--- src/rtl/exec_pkg.sv ---
// Shared types for the execution-stage functional units.
// Latency: none (types, constants and pure functions only).
// Backpressure: n/a.
package exec_pkg;

    localparam int MULT_MODE_W = 2;

    // Product select: low half, or high half under one of three signedness combinations
    typedef enum logic [MULT_MODE_W-1:0] {
        MUL_LO  = 2'd0,
        MULH_SS = 2'd1,
        MULH_UU = 2'd2,
        MULH_SU = 2'd3
    } mult_mode_e;

    // Multiplicand is treated as signed for the two signed high-half modes
    function automatic logic mode_op1_signed(input mult_mode_e mode);
        return (mode == MULH_SS) || (mode == MULH_SU);
    endfunction

    // Multiplier is treated as signed only when both operands are signed
    function automatic logic mode_op2_signed(input mult_mode_e mode);
        return (mode == MULH_SS);
    endfunction

endpackage

--- src/rtl/mult_core.sv ---
// Combinational multiply with per-mode operand extension and product-half select.
// Latency: 0 cycles (pure combinational).
// Backpressure: none; caller registers the result.
module mult_core
    import exec_pkg::*;
#(
    parameter int WIDTH = 16
) (
    input  logic [WIDTH-1:0] op1,
    input  logic [WIDTH-1:0] op2,
    input  mult_mode_e       mode,
    output logic [WIDTH-1:0] res
);

    // Each operand is extended to WIDTH+1 bits by mode and then on to 2*WIDTH bits.
    // Only the low 2*WIDTH bits of the (WIDTH+1)x(WIDTH+1) signed product are ever
    // selected, and those bits are identical for a modulo-2^(2*WIDTH) multiply.
    logic [2*WIDTH-1:0] a_ext;
    logic [2*WIDTH-1:0] b_ext;
    logic [2*WIDTH-1:0] prod;
    logic               a_sign;
    logic               b_sign;

    // Extend operands per mode, multiply, pick the requested half
    always_comb begin
        a_sign = mode_op1_signed(mode) & op1[WIDTH-1];
        b_sign = mode_op2_signed(mode) & op2[WIDTH-1];
        a_ext  = {{WIDTH{a_sign}}, op1};
        b_ext  = {{WIDTH{b_sign}}, op2};
        prod   = a_ext * b_ext;
        res    = (mode == MUL_LO) ? prod[WIDTH-1:0] : prod[2*WIDTH-1:WIDTH];
    end

endmodule

--- src/rtl/exec_mult_unit.sv ---
// Pipelined tagged multiplier unit: product formed at issue, then carried down STAGES slots.
// Latency: STAGES cycles issue-to-result with wb_ready held high; one op per cycle.
// Backpressure: wb_ready=0 with a valid result stalls every slot; mult_free drops; flush clears all.
module exec_mult_unit
    import exec_pkg::*;
#(
    parameter int WIDTH  = 16,
    parameter int STAGES = 3,
    parameter int TAG_W  = 6
) (
    input  logic             clk,
    input  logic             rst,
    input  logic             mult_en,
    input  logic [WIDTH-1:0] mult_op1,
    input  logic [WIDTH-1:0] mult_op2,
    input  mult_mode_e       mult_mode,
    input  logic [TAG_W-1:0] mult_tag,
    input  logic             flush,
    input  logic             wb_ready,
    output logic             mult_free,
    output logic             mult_valid_wb,
    output logic [WIDTH-1:0] mult_out,
    output logic [TAG_W-1:0] mult_tag_wb
);

    typedef struct packed {
        logic [TAG_W-1:0] tag;
        logic [WIDTH-1:0] res;
    } slot_t;

    localparam int LAST = STAGES - 1;

    logic [STAGES-1:0] vld_q;
    logic [STAGES-1:0] vld_d;
    slot_t             slot_q [STAGES];
    slot_t             slot_d [STAGES];

    logic [WIDTH-1:0]  core_res;
    logic              advance;
    logic              accept;

    mult_core #(
        .WIDTH (WIDTH)
    ) u_core (
        .op1  (mult_op1),
        .op2  (mult_op2),
        .mode (mult_mode),
        .res  (core_res)
    );

    // Whole pipe moves together whenever the result slot is empty or being consumed
    always_comb begin
        advance   = !vld_q[LAST] || wb_ready;
        mult_free = advance && !flush;
        accept    = mult_en && mult_free;
    end

    // Next-state of slots: shift on advance, flush overrides both issue and stall
    always_comb begin
        vld_d  = vld_q;
        slot_d = slot_q;
        if (advance) begin
            vld_d[0]  = accept;
            slot_d[0] = '{tag: mult_tag, res: core_res};
            for (int i = 1; i < STAGES; i++) begin
                vld_d[i]  = vld_q[i-1];
                slot_d[i] = slot_q[i-1];
            end
        end
        if (flush) begin
            vld_d = '0;
        end
    end

    // Pipeline registers; reset discards all in-flight work and zeroes the outputs
    always_ff @(posedge clk or negedge rst) begin
        if (!rst) begin
            vld_q <= '0;
            for (int i = 0; i < STAGES; i++) begin
                slot_q[i] <= '0;
            end
        end else begin
            vld_q  <= vld_d;
            slot_q <= slot_d;
        end
    end

    // Result handoff comes straight from the final slot's registers
    always_comb begin
        mult_valid_wb = vld_q[LAST];
        mult_out      = slot_q[LAST].res;
        mult_tag_wb   = slot_q[LAST].tag;
    end

endmodule

--- config.mk ---
export PLATFORM = sky130hd
export DESIGN_NAME = exec_mult_unit
export DESIGN_NICKNAME = d
export VERILOG_FILES = /design/src/rtl/exec_pkg.sv /design/src/rtl/mult_core.sv /design/src/rtl/exec_mult_unit.sv
export SDC_FILE = /design/constraint.sdc
export NUM_CORES = 1
export LEC_CHECK = 0
export ABC_AREA = 1
export CAP_MARGIN = 5
export CELL_PAD_IN_SITES_DETAIL_PLACEMENT = 1
export CELL_PAD_IN_SITES_GLOBAL_PLACEMENT = 1
export CORE_MARGIN = 5
export CORE_UTILIZATION = 43
export CTS_CLUSTER_SIZE = 25
export DETAILED_ROUTE_END_ITERATION = 8
export PLACE_DENSITY_LB_ADDON = 0.1
export SLEW_MARGIN = 20
export SYNTH_ARGS = -nofsm -noshare
export SYNTH_HDL_FRONTEND = slang
export SYNTH_SLANG_ARGS = --single-unit
--- constraint.sdc ---
create_clock -name clk -period 1.4 [get_ports clk]
set_clock_uncertainty 0.1 [all_clocks]
set_input_delay 0.14 -clock clk [delete_from_list [all_inputs] [get_ports clk]]
set_output_delay 0.14 -clock clk [all_outputs]
set_load 0.02 [all_outputs]
# == Word level (Yosys, flattened, before mapping) ==
# Index checks and enable logic that the tools add are counted.
# totals
register_bits,69
input_bits,45
elab_cells,23
# classes
multipliers,1
n_eq_ne,2
muxes,3
bitwise,2
n_reduce_logical,8
# ops
operator,n
$mul A17 B17 Y32,1
$mux W16,1
$mux W3,2
$and A1 B1 Y1,2
$eq A2 B1 Y1 const B,1
$eq A2 B2 Y1 const B,1
$logic_and A1 B1 Y1,2
$logic_not A1 Y1,2
$logic_not A2 Y1,1
$logic_or A1 B1 Y1,2
$reduce_bool A2 Y1,1

# == Logic depth before layout (Yosys ltp) ==
# Gate-level depths: netlist of the first run.
# logic_depth
word_depth,6
depth_mapped,30
ltp_nobuf,28

# == By module ==
# From an unflattened synthesis of the first run, not the netlist that was laid out.
# unflattened
hier_cells,1894
hier_area_um2,14530.2
# by_module_without_submodules
mod,instances,cells_each,area_per_inst_um2
mult_core,1,1571,11612.4
exec_mult_unit,1,323,2917.8

# == Worst setup path after synthesis of the first run ==
# Ideal clock, no wire load.
# synth_timing
path_kind,input port to flip-flop
start,input mult_op1[15]
end,register slot_q[58] in the netlist's numbering
setup_ns,0.120
t_arrival_ns,5.252
t_required_ns,1.180
path_slack_ns,-4.071
cell_stages,24
path_buffers,2
path_cell_list,buf_4 > clkbuf_1 > nand2_1 > nor2_1 > fa_1 > fa_1 > inv_1 > fa_1 > inv_1 > fa_1 > inv_1 > fa_1 > inv_1 > fa_1 > ha_1 > inv_1 > nor3_1 > nand2_1 > nor4_1 > nand2_1 > nand3_1 > nand2_1 > nand3_1 > a21oi_2
# synth_between
elab_chain_len,3
# synth_lines
item,line_no,source
start: declaration,exec_mult_unit.sv:14,"input logic [WIDTH-1:0] mult_op1,"
$and A1 B1 Y1,mult_core.sv:26,a_sign = mode_op1_signed(mode) & op1[WIDTH-1];
$mul A17 B17 Y32 *,mult_core.sv:30,prod = a_ext * b_ext;
$mux W16 *,mult_core.sv:31,res = (mode == MUL_LO) ? prod[WIDTH-1:0] : prod[2*WIDTH-1:WIDTH];
end signal: assignment,exec_mult_unit.sv:84,slot_q <= slot_d;
end: declaration,exec_mult_unit.sv:35,slot_t slot_q [STAGES];
# Every way passes the cells marked *; elsewhere a longest branch is shown, timed or not.
# A chain may end at the register's enable or synchronous reset.

# == Final worst setup path of the first run ==
# layout_timing
start,input mult_mode[0]
end,register slot_q[49] in the netlist's numbering
# layout_between
elab_chain_len,5
# layout_lines
item,line_no,source
start: declaration,exec_mult_unit.sv:16,"input mult_mode_e mult_mode,"
$eq A2 B1 Y1 / $eq A2 B2 Y1 (equally long branches),"exec_pkg.sv:18, exec_pkg.sv:23",
$logic_or A1 B1 Y1,exec_pkg.sv:18,return (mode == MULH_SS) || (mode == MULH_SU);
$and A1 B1 Y1,mult_core.sv:26,
$mul A17 B17 Y32,mult_core.sv:30,
$mux W16 *,mult_core.sv:31,
# Marks and branches as above.

==> results.txt, run 1 <==
Maximum clock rate - 188.4 MHz
Reg2Reg Setup Slack - -0.08 ns
CTS Buf Count - 9
Hold slack - 0.1436 ns
Critical path launch point type - input pin
Yosys warnings - 0
Syn nets - 2229
Worst Max-Slew Pin Slew - 0.3742 ns
Crit Path Category - input pin to flop
WP data required - 1.52 ns
Placer Congestion - 0.8686
CTS sink count - 69
R2r startpoint - vld_q[2]
Post-Syn Area - 14200 um2
Area growth, synth to finish - 38.40%
I/O Buffers - 68
Top cells by count, synth - inv_1, nand2_1, fa_1
Initial antenna violation count - 1
FP Rows - 66
Count leader, synth - inv_1
Vias in the first global route - 14980
Final core occ - 0.6039
Crit path buf inv count - 6
Share of cells above drive strength 1 - 0.2986
Status - complete, but fails checks
WL final - 49810 um
# diodes - 0
Netlist cell types - 37
Post-Place Cell Area - 17240 um2
Top post-synthesis cells by area - fa_1, inv_1, nand2_1
Post-route cell area - 19650 um2
Root cell of the clock tree - clkbuf_16
Drt wl/cell - 19.59 um
Crit path max fanout - 5
Dpl ws - -4.711 ns
Final Slew Violations - 0
Max-Cap Viols - 0
Core area - 32540 um2
Slew headroom - 0.7479
Post-Syn Instances - 1820
Period minus WS final - 5.308 ns
Worst r2r path cells - 7
Starting DRC count in detailed routing - 563
Setup ws final - -3.908 ns
Ys flop type - dfrtp_1
Nets - 2505
Final Cycle Share - 3.792
HP Class - input pin to asynchronous set/reset pin
Count of flip-flops with a built-in enable after synthesis - 0
Final Hold Viols - 0
First-pass GRT wire length - 79250 um
DP Wirelength - 36250 um
Failing checks - negative setup slack
Drt pass-1 iters - 6
Cell Chain, Critical Path - buf_8 > nand2_4 > nor2_4 > clkinvlp_4 > buf_12 > or2_4 > fa_1 > fa_1 > inv_2 > fa_2 > fa_1 > inv_2 > fa_1 > inv_2 > fa_2 > ha_4 > a21o_1 > a21oi_4 > nor2_4 > nor2_2 > nand3_1 > xor2_1 > o21ai_1 > nand2_1
Vias per cell - 5.008
DIE HEIGHT - 191.7 um
Yosys top cell area share - 0.3977
Clock latency on the worst-skew pair - 0.33 ns
Die X - 191.7 um
FF-to-FF End - slot_q[48]
FF+latch count, synth - 69
Worst Path Arrival - 5.43 ns
Final setup violating endpoints - 16
Syn_area_per_cell - 7.800 um2
Antenna-violating nets left - 0
Initial core utilization - 0.4363
RSZ-0062 raised after global routing - yes
Worst-path clk slew - 0.05 ns
Total number of H-tree levels - 3
Io pins - 69
Critical path's slowest cell - fa_2
Critical Path Most Common Cell - fa_1
Post-synth ARST share - 1.000
Multi-input logic area - 11320 um2
Largest delay contributor family on the critical path - adder cells
Register area - 1728 um2
CTS tree - yes
Crit end category - flop
Sequential share of the synthesized area - 0.1216
Overall Global Routing Usage - 0.2808
Via count - 12730
Largest net degree at the start of global routing - 41
Drt drc - 0
Clock Tree Buf Depth - 2
Slowest Stage Delay on Critical Path - 0.55 ns
Area leader, netlist - fa_1
DIE AREA - 36750 um2
Gr ovfl total - 0
Layout fillers - 3853
[cell usage in the layout, fill, tap and decap left out, drive strengths merged, types with 3 or more instances in the layout]
| cell type | n |
|---|---|
| a21o | 5 |
| or2 | 6 |
| bufbuf | 7 |
| fa | 282 |
| clkinv | 4 |
| dfrtp | 69 |
| a21oi | 50 |
| o21bai | 4 |
| inv | 512 |
| xnor2 | 5 |
| dlygate4sd2 | 28 |
| nand2 | 484 |
| buf | 317 |
| a31oi | 6 |
| nor3 | 8 |
| nor2 | 75 |
| nand3 | 46 |
| clkbuf | 16 |
| xor2 | 3 |
| clkdlybuf4s50 | 11 |
| o21ai | 61 |
| nand4 | 10 |
| ha | 82 |
[repair_timing]
item,in CTS,in global routing
gates cloned,14,0
endpoints found under the hold margin,69,0
pin swaps,121,93
hold buffers,1,0
setup buffers,76,11
setup endpoints to repair,60,40
resized for setup,361,122
[cells by family after synthesis]
group                    share of synthesized area
buffers and inverters                       0.1710
flip-flops                                  0.1216
adder cells (fa/ha/maj)                     0.4699
XOR/XNOR                                  0.004936
AND/OR/NAND/NOR                             0.1814
AO/OA/AOI/OAI                              0.05112
[routing by layer]
metal / track usage / wire (um)
met1: 0.3238 / 18960
met2: 0.5155 / 26430
met3: 0.04726 / 1960
met4: 0.1146 / 2449
met5: 0 / 17
[worst reg2reg max path, stage by stage (launching register included)]
cell	delay, ns
dfrtp_2	0.40
inv_2	0.07
nor2_4	0.04
buf_8	0.12
inv_2	0.14
buf_12	0.20
o21ai_0	0.18
o21ai_1	0.17
[final cells by class]
cell class,instances,share of cell area
timing repair inverter,1,0.0003821
tap,442,0.02815
timing repair buffer,368,0.1944
multi-input combinational,1133,0.5761
sequential,69,0.08795
inverter,514,0.09985
clock inverter,2,0.0005095
clock buffer,13,0.01274
[stage by stage]
stage / std cells / setup TNS, ns
floorplan: 1820 / -56.52
global placement: 2429 / -80.97
detailed placement: 2429 / -83.08
CTS: 2533 / -59.20
global route: 2542 / -63.01
finish: 2542 / -60.23
[worst max-delay path by stage]
stage / cells after the start / slack, ns / from / to
floorplan: 24 / -3.71 / mult_op2[15] / slot_q[58]
global placement: 21 / -4.56 / mult_op2[5] / slot_q[55]
detailed placement: 22 / -4.71 / mult_op2[5] / slot_q[58]
CTS: 26 / -3.84 / mult_op1[15] / slot_q[58]
global route: 26 / -4.06 / mult_mode[0] / slot_q[59]
finish: 24 / -3.91 / mult_mode[0] / slot_q[49]
[flip-flops by register name (all words and copies together), names as in the netlist]
| name | count |
|---|---|
| slot_q | 44 |
| mult_out | 16 |
| mult_tag_wb | 6 |
| vld_q | 3 |
Power of run 1 is not shown: default switching activity piles up to over one toggle a cycle in this logic, so the estimate is an artifact.
==> inputs of run 2 (changes only) <==
--- a/config.mk
+++ b/config.mk
@@ -9,9 +9,7 @@
 export CAP_MARGIN = 5
 export CELL_PAD_IN_SITES_DETAIL_PLACEMENT = 1
 export CELL_PAD_IN_SITES_GLOBAL_PLACEMENT = 1
-export CORE_MARGIN = 5
-export CORE_UTILIZATION = 43
-export CTS_CLUSTER_SIZE = 25
+export CORE_UTILIZATION = 48
 export DETAILED_ROUTE_END_ITERATION = 8
 export PLACE_DENSITY_LB_ADDON = 0.1
 export SLEW_MARGIN = 20
==> constraint.sdc (replaced) <==
create_clock -name clk -period 5.95 [get_ports clk]
set_clock_uncertainty 0.1 [all_clocks]
set_input_delay 0.595 -clock clk [delete_from_list [all_inputs] [get_ports clk]]
set_output_delay 0.595 -clock clk [all_outputs]
set_load 0.02 [all_outputs]
==> run 2 against run 1 <==
Against the previous run:
- the run still ends with negative setup slack left
- register-to-register slack gained 3.5 ns
- die area shrank 18%
- worst hold slack better by 0.12 ns
- global-route usage is 3.7 points higher
- worst setup slack gained 3.7 ns
- sequential cell count unchanged
- routed wire length grew 8.7%
- utilization is 1.9 points higher
- critical path type unchanged
- largest cell class unchanged
==> results.txt, run 2 (synthesis gave the netlist of run 1 again) <==
Crit Path Category - input pin to flop
Max-Cap Viols - 0
Area growth, synth to finish - 27.03%
I/O Buffers - 68
Gr ovfl total - 0
Post-route cell area - 18030 um2
RSZ-0062 raised after global routing - yes
Worst Max-Slew Pin Slew - 0.9619 ns
Vias per cell - 5.425
Initial core utilization - 0.4906
FP Rows - 62
Placed Instances - 2341
Antenna-violating nets left - 0
Dpl ws - -0.9185 ns
Die X - 174.0 um
Vias in the first global route - 14270
Most common cell after layout, fill and taps aside - inv_1
Failing checks - negative setup slack
Total number of H-tree levels - 3
Placer Congestion - 0.8992
DIE AREA - 30270 um2
HP Class - input pin to asynchronous set/reset pin
Drt drc - 0
Crit path max fanout - 8
Largest delay contributor family on the critical path - adder cells
Critical path's slowest cell - fa_1
Critical Path Most Common Cell - fa_1
Cell Chain, Critical Path - dlymetal6s2s_1 > buf_12 > nand2_1 > fa_1 > inv_1 > fa_1 > fa_1 > fa_1 > fa_1 > inv_1 > fa_1 > inv_1 > ha_4 > nand2_1 > inv_1 > nand2_1 > o21bai_1 > buf_4 > nand2_1 > nand3_1 > nand2_1 > nand3_1 > a31oi_1
Max reg flops - 44
# diodes - 0
Largest net degree at the start of global routing - 70
WP data required - 6.03 ns
First-pass GRT wire length - 74230 um
Status - complete, but fails checks
Worst Path Arrival - 6.20 ns
Clock latency on the worst-skew pair - 0.34 ns
DIE HEIGHT - 174.0 um
Crit end category - flop
Most frequent cells in the layout - inv_1, nand2_1, fa_1
Nets - 2425
WL final - 54120 um
Starting DRC count in detailed routing - 800
Clock Tree Buf Depth - 2
Drt wl/cell - 22.50 um
CTS tree - yes
Via count - 13050
Final Slew Violations - 0
Slew headroom - 0.3548
Post-Place Cell Area - 16440 um2
Setup ws final - -0.1713 ns
DP Wirelength - 37030 um
Final setup violating endpoints - 3
CTS Buf Count - 9
Io pins - 69
Root cell of the clock tree - clkbuf_16
Final Hold Viols - 0
Core area - 28940 um2
Drt pass-1 iters - 4
Crit path buf inv count - 7
Period minus WS final - 6.121 ns
Top reg by flops - slot_q
Maximum clock rate - 163.4 MHz
Final Non-Filler Cells - 2405
Hold_buf cts - 0
Share of cells above drive strength 1 - 0.2113
CTS sink count - 69
Slowest Stage Delay on Critical Path - 0.56 ns
Critical path launch point type - input pin
Final Cycle Share - 1.029
Initial antenna violation count - 0
Overall Global Routing Usage - 0.3173
Worst-path clk slew - 0.07 ns
run 2: changes by cell type in the layout (fill, tap and decap cells not counted), moves of 13 or more:
cell,change
dlygate4sd2_1,-24
inv_2,-25
nand2_4,-16
clkdlybuf4s50_1,+24
buf_4,-44
buf_6,-20
inv_1,+30
nand2_1,+35
dlymetal6s2s_1,+16
nor2_4,-13
buf_12,-16
nand2_2,-13
run 2: cell type report:
class                   instances  area (um2)
inverters                     514        1937
fillers                      3442       10900
well taps                     384       480.5
multi-input cells            1133       10730
clock buffers                   9       225.2
flip-flops and latches         69        1727
repair buffers                289        2831
clock inverters                 7       102.6
run 2: through the flow:
step	util	hold WS [ns]	TNS (ns)
6_report	0.6232	0.2633	-0.3099
5_1_grt	0.6232	0.3588	-2.653
4_1_cts	0.6034	0.3068	0
3_5_place_dp	0.5681	0.3596	-12.36
3_3_place_gp	0.5681	0.3507	-9.489
2_1_floorplan	-	0.1994	0
run 2: worst paths after layout:
kind / start / end / slack (ns) / depth (start not counted)
worst max-delay path: mult_op1[7] / slot_q[56] / -0.17 / 23
max in group asynchronous: rst / slot_q[56] / 4.88 / 1
worst max register to register: vld_q[2] / vld_q[0] / 3.44 / 6
worst min register to register: slot_q[62] / slot_q[40] / 0.37 / 2
min in group clk: slot_q[62] / slot_q[40] / 0.37 / 2
worst min-delay path: rst / mult_out[3] / 0.26 / 1
run 2: routing by layer:
metal,vias up,GRT usage,wire (um)
met5,-,0,0
met4,0,0.1034,3017
met3,224,0.03412,3619
met2,574,0.5990,28010
met1,6682,0.3735,19470
li1,5568,-,-
run 2: repair_timing:
item,4_1_cts,5_1_grt
setup endpoints to repair,16,16
gates cloned,3,7
buffers inserted,25,13
pin swaps,62,56
endpoints found under the hold margin,0,0
gates resized for setup,134,122
Power of run 2 is left out for the same reason.
==> RTL edit 1: new RTL, config.mk and constraints of run 1 <==
The parameter `TAG_W` goes from 6 to 8.
--- a/src/rtl/exec_mult_unit.sv
+++ b/src/rtl/exec_mult_unit.sv
@@ -7,5 +7,5 @@
     parameter int WIDTH  = 16,
     parameter int STAGES = 3,
-    parameter int TAG_W  = 6
+    parameter int TAG_W  = 8
 ) (
     input  logic             clk,
Interface: changed (resized mult_tag and mult_tag_wb); port bits go from 69 to 73. No check against the original RTL was run, so the function may have changed too.
==> RTL edit 1 against run 1 <==
The run still ends with setup timing left. Count of clock-buffer cells in the layout decreased by 4. Via count rose by 1.8%. Wire length rose by 0.72%. Synthesized cell count increased by 2.3%. Worst setup slack got worse by 5.3 ps. Final area increased by 1.4%. Non-clock buffer count grew 8. Sequential cell count rose by 6. Synthesized area is 1.9% higher. First-iteration DRC count fell by 14%.
Power is left out: the tool's default activity adds up to more than one toggle a clock period on the data nets, which glitch-free logic cannot reach.
==> RTL edit 1: results (changes against run 1) <==
clockBufferDepth: 2  # unchanged
largest_reg_flops: 48  # +9.1%
antenna_found_initial: 0  # -1
syn_nets: 2273  # +2.0%
hold_ws_ps: 127  # -17.1 ps
r2r-end: "slot_q[50]"
grt_pass1_vias: 15085  # +0.71%
holdCritPathClass: "in -> async"
muxShareOfSynthArea_pct: 0  # unchanged
met2_wirelength_um: 26400  # -0.28%
first_pass_iters: 4  # -2
cts_root_buf: "clkbuf_16"
reg2reg_slack_ps: 30  # +110 ps
place_worst_setup_slack_ps: -4720  # -10.2 ps
status: "finished with violations"
layout-drive-gt1-share_pct: 29.5  # -0.33 points
stdcell_count: 2595  # +2.1%
vias: 12959  # +1.8%
worstPathArrival_ps: 5480  # +50 ps
synthAdderAreaFrac_pct: 46.1  # -0.89 points
numCtsBuffers: 9  # unchanged
wl_um: 50200  # +0.72%
cpLargestDelayFamily: "adder cells"
placed_area_um2: 17700  # +2.4%
final.setup.tns_ps: -61010  # -785 ps
worst_slack_ps: -3910  # -5.28 ps
worstPathMaxFanout: 6  # +1
crit_path_end: "slot_q[58]"
path_clk_slew_ps: 70  # +20 ps
synth_area_leaders: "fa_1 39%, inv_1 13%, dfrtp_1 13%"
use_met1_pct: 31.5  # -0.83 points
place_congestion: 0.878  # +1.1%
grt_pass1_wl_um: 79600  # +0.49%
met1Wirelength_um: 19700  # +3.9%
start_util_pct: 43.4  # -0.26 points
drtIter0Drc: 482  # -14%
fill_cells: 3940  # +2.3%
netlist_instances: 1862  # +2.3%
ys_top_cells_by_count: "516 x inv_1, 488 x nand2_1, 282 x fa_1, 82 x ha_1, 75 x dfrtp_1"
max_stage_delay_ps: 650  # +100 ps
clock_latency_ps: 340
synthDistinctLibCells: 40  # +8.1%
dr_wl_met3_um: 2130  # +8.9%
synthXorXnorAreaFrac_pct: 0.182  # -0.31 points
hpwlAfterDp_um: 36600  # +1.0%
post-place-cells: 2479  # +2.1%
grt_use_met2_pct: 49.4  # -2.1 points
finalSetupViolCount: 16  # unchanged
synth-compound-area-share_pct: 5.40  # +0.28 points
io_buffers: 72  # +5.9%
use_met3_pct: 4.30  # -0.43 points
grt_max_degree: 39  # -4.9%
highest_layer: "met4"
gr-usage-all-layers_pct: 26.7  # -1.4 points
violations: "setup timing"
relSlewSlack_pct: 68.9  # -5.9 points
yosysSeqAreaShare_pct: 13.0  # +0.81 points
-- RTL edit 1: changes by cell type in the layout (fill, tap and decap cells not counted), sizes merged, moves of 4 or more --
cell,change
nor2,+5
xnor2,-5
buf,-4
dfrtp,+6
o21ai,+7
inv,+12
nand2,+10
dlygate4sd2,+4
-- RTL edit 1: cell type report --
type                       count  area (um^2)  area share, %
clock buffer                   9          225           1.13
clock inverter                 7         57.6          0.289
inverter                     522         1990           9.98
multi-input combinational   1158        11400           57.0
sequential                    75         1880           9.43
tap                          448          561           2.81
timing repair buffer         376         3860           19.4
-- RTL edit 1: timing repair --
| action | in CTS | in global routing |
|---|---|---|
| buffers inserted | 82 | 8 |
| gates cloned | 8 | 5 |
| hold buffers | 1 | 0 |
| endpoints found under the setup margin | 51 | 59 |
| pin swaps | 136 | 67 |
| resized for setup | 334 | 112 |
| endpoints found under the hold margin | 75 | 0 |
==> RTL edit 2: new RTL, flow settings as in run 1 <==
Without the edit above. Reset style: synchronous (`rst`), changed in one clocked block.
--- a/src/rtl/exec_mult_unit.sv
+++ b/src/rtl/exec_mult_unit.sv
@@ -74,5 +74,5 @@
 
     // Pipeline registers; reset discards all in-flight work and zeroes the outputs
-    always_ff @(posedge clk or negedge rst) begin
+    always_ff @(posedge clk) begin
         if (!rst) begin
             vld_q <= '0;
Check against the original RTL: not equivalent (Yosys sat finds a counterexample within 4 cycles, from zero or initial values and one cycle with rst low; the reset may be asserted at any time).
==> RTL edit 2 against run 1 <==
The run still ends with setup timing left. Sequential cell count is the same. Synthesized area shrank 2.0%. Critical path depth grew 5. Via count grew 2.9%. Final area shrank 2.3%. Worst setup slack lost 190 ps. Global-route usage shrank 2.1 points. Wire length grew 3.5%. Largest cell class unchanged.
Power is left out: the tool's default activity adds up to more than one toggle a clock period on the data nets, which glitch-free logic cannot reach.
==> RTL edit 2: results (changes against run 1) <==
status: "finished with violations"
violations: "setup timing"
via_per_inst: 5.18  # +3.4%
gr-usage-all-layers_pct: 26.0  # -2.1 points
worstPathArrival_ps: 5610  # +180 ps
ys_top_cells_by_count: "501 x inv_1, 377 x nand2_1, 282 x fa_1, 166 x nor2_1, 96 x o21ai_0"
yosysSeqAreaShare_pct: 9.93  # -2.2 points
first_pass_iters: 5  # -1
tightestPinTransition_ps: 501  # +127 ps
ys_dominant_reg_cell: "dfxtp_1"
syn_nets: 2260  # +1.4%
place_worst_setup_slack_ps: -4750  # -43.0 ps
worst_slack_ps: -4100  # -187 ps
final_util_pct: 60.5  # +0.12 points
wl_per_cell_um: 20.4  # +3.9%
finalSetupViolCount: 16  # unchanged
finalNetCount: 2533  # +1.1%
antenna_found_initial: 0  # -1
placed_area_um2: 16900  # -1.8%
synthDistinctLibCells: 34  # -8.1%
worstPathMaxFanout: 6  # +1
synth_area_leaders: "fa_1 41%, inv_1 14%, nand2_1 10%"
finalCritPeriodShare_pct: 393  # +13 points
layout-drive-gt1-share_pct: 28.9  # -0.92 points
grt_max_degree: 46  # +12%
grt_pass1_wl_um: 74500  # -6.0%
synthArstFlopShare_pct: 0  # -100 points
cpMaxStageDelayCell: "fa_1"
hpwlAfterDp_um: 36500  # +0.83%
grt_pass1_vias: 14362  # -4.1%
drtIter0Drc: 673  # +20%
place_congestion: 0.884  # +1.7%
[RTL edit 2: cell count changes after synthesis, sizes merged, moves of 3 or more]
cell    before  now
a21o         5    2
a21oi       50   64
a31oi        6    2
clkbuf      73   80
dfrtp       69    0
dfxtp        0   69
inv        513  502
nand2      484  379
nand2b       0    3
nand3       46   43
nor2        75  168
o21ai       61  101
[RTL edit 2: logic make-up (layout without fill, tap and decap cells)]
group	after synthesis	count (layout)	share of synthesized area (%)
XOR/XNOR	9	9	0.566
AND/OR/NAND/NOR	620	620	17.8
flip-flops	69	69	9.93
adder cells (fa/ha/maj)	364	364	47.9
AO/OA/AOI/OAI	176	176	6.56
buffers and inverters	613	891	17.2
[RTL edit 2: layout make-up]
cell class,count,area share (%)
sequential,69,7.20
clock buffer,10,1.19
clock inverter,6,0.365
tap,402,2.62
multi-input combinational,1169,59.5
inverter,502,9.92
timing repair buffer,373,19.2
[RTL edit 2: worst paths after layout]
check	to	slack, ps	from	cells past startpoint
worst min register to register	slot_q[38]	370	slot_q[38]	2
worst min-delay path	mult_out[10]	50	rst	3
worst max register to register	slot_q[44]	-70	vld_q[2]	7
worst max-delay path	slot_q[52]	-4100	mult_mode[0]	29
[RTL edit 2: per-stage QoR]
step / hold WS [ps] / std cells / TNS, ps
floorplan: 181 / 1851 / -56090
global placement: 342 / 2417 / -78970
detailed placement: 357 / 2417 / -81460
CTS: 40.1 / 2508 / -60330
global route: 98.7 / 2531 / -64690
finish: 52.8 / 2531 / -62300
[RTL edit 2: tightest hold or removal path, delay by kind of cell]
kind	cells	cell delay, ps
and+or+nand+nor	1	40
buffers and inverters	1	170
AOI/OAI and AO/OA	1	90
[RTL edit 2: routing by layer]
metal / GRT usage (%) / up-vias / share of wire [%] / wire, um
li1: - / 5859 / - / -
met1: 32.9 / 6676 / 39 / 20100
met2: 47.3 / 418 / 51 / 26400
met3: 3.12 / 153 / 5.2 / 2700
met4: 6.87 / 0 / 4.5 / 2340
met5: 0 / - / 0 / 0
[RTL edit 2: repair_timing]
item	in CTS	in global routing
buffers inserted	71	28
setup endpoints to repair	40	21
pin swaps	66	106
gates cloned	4	3
resized for setup	217	243
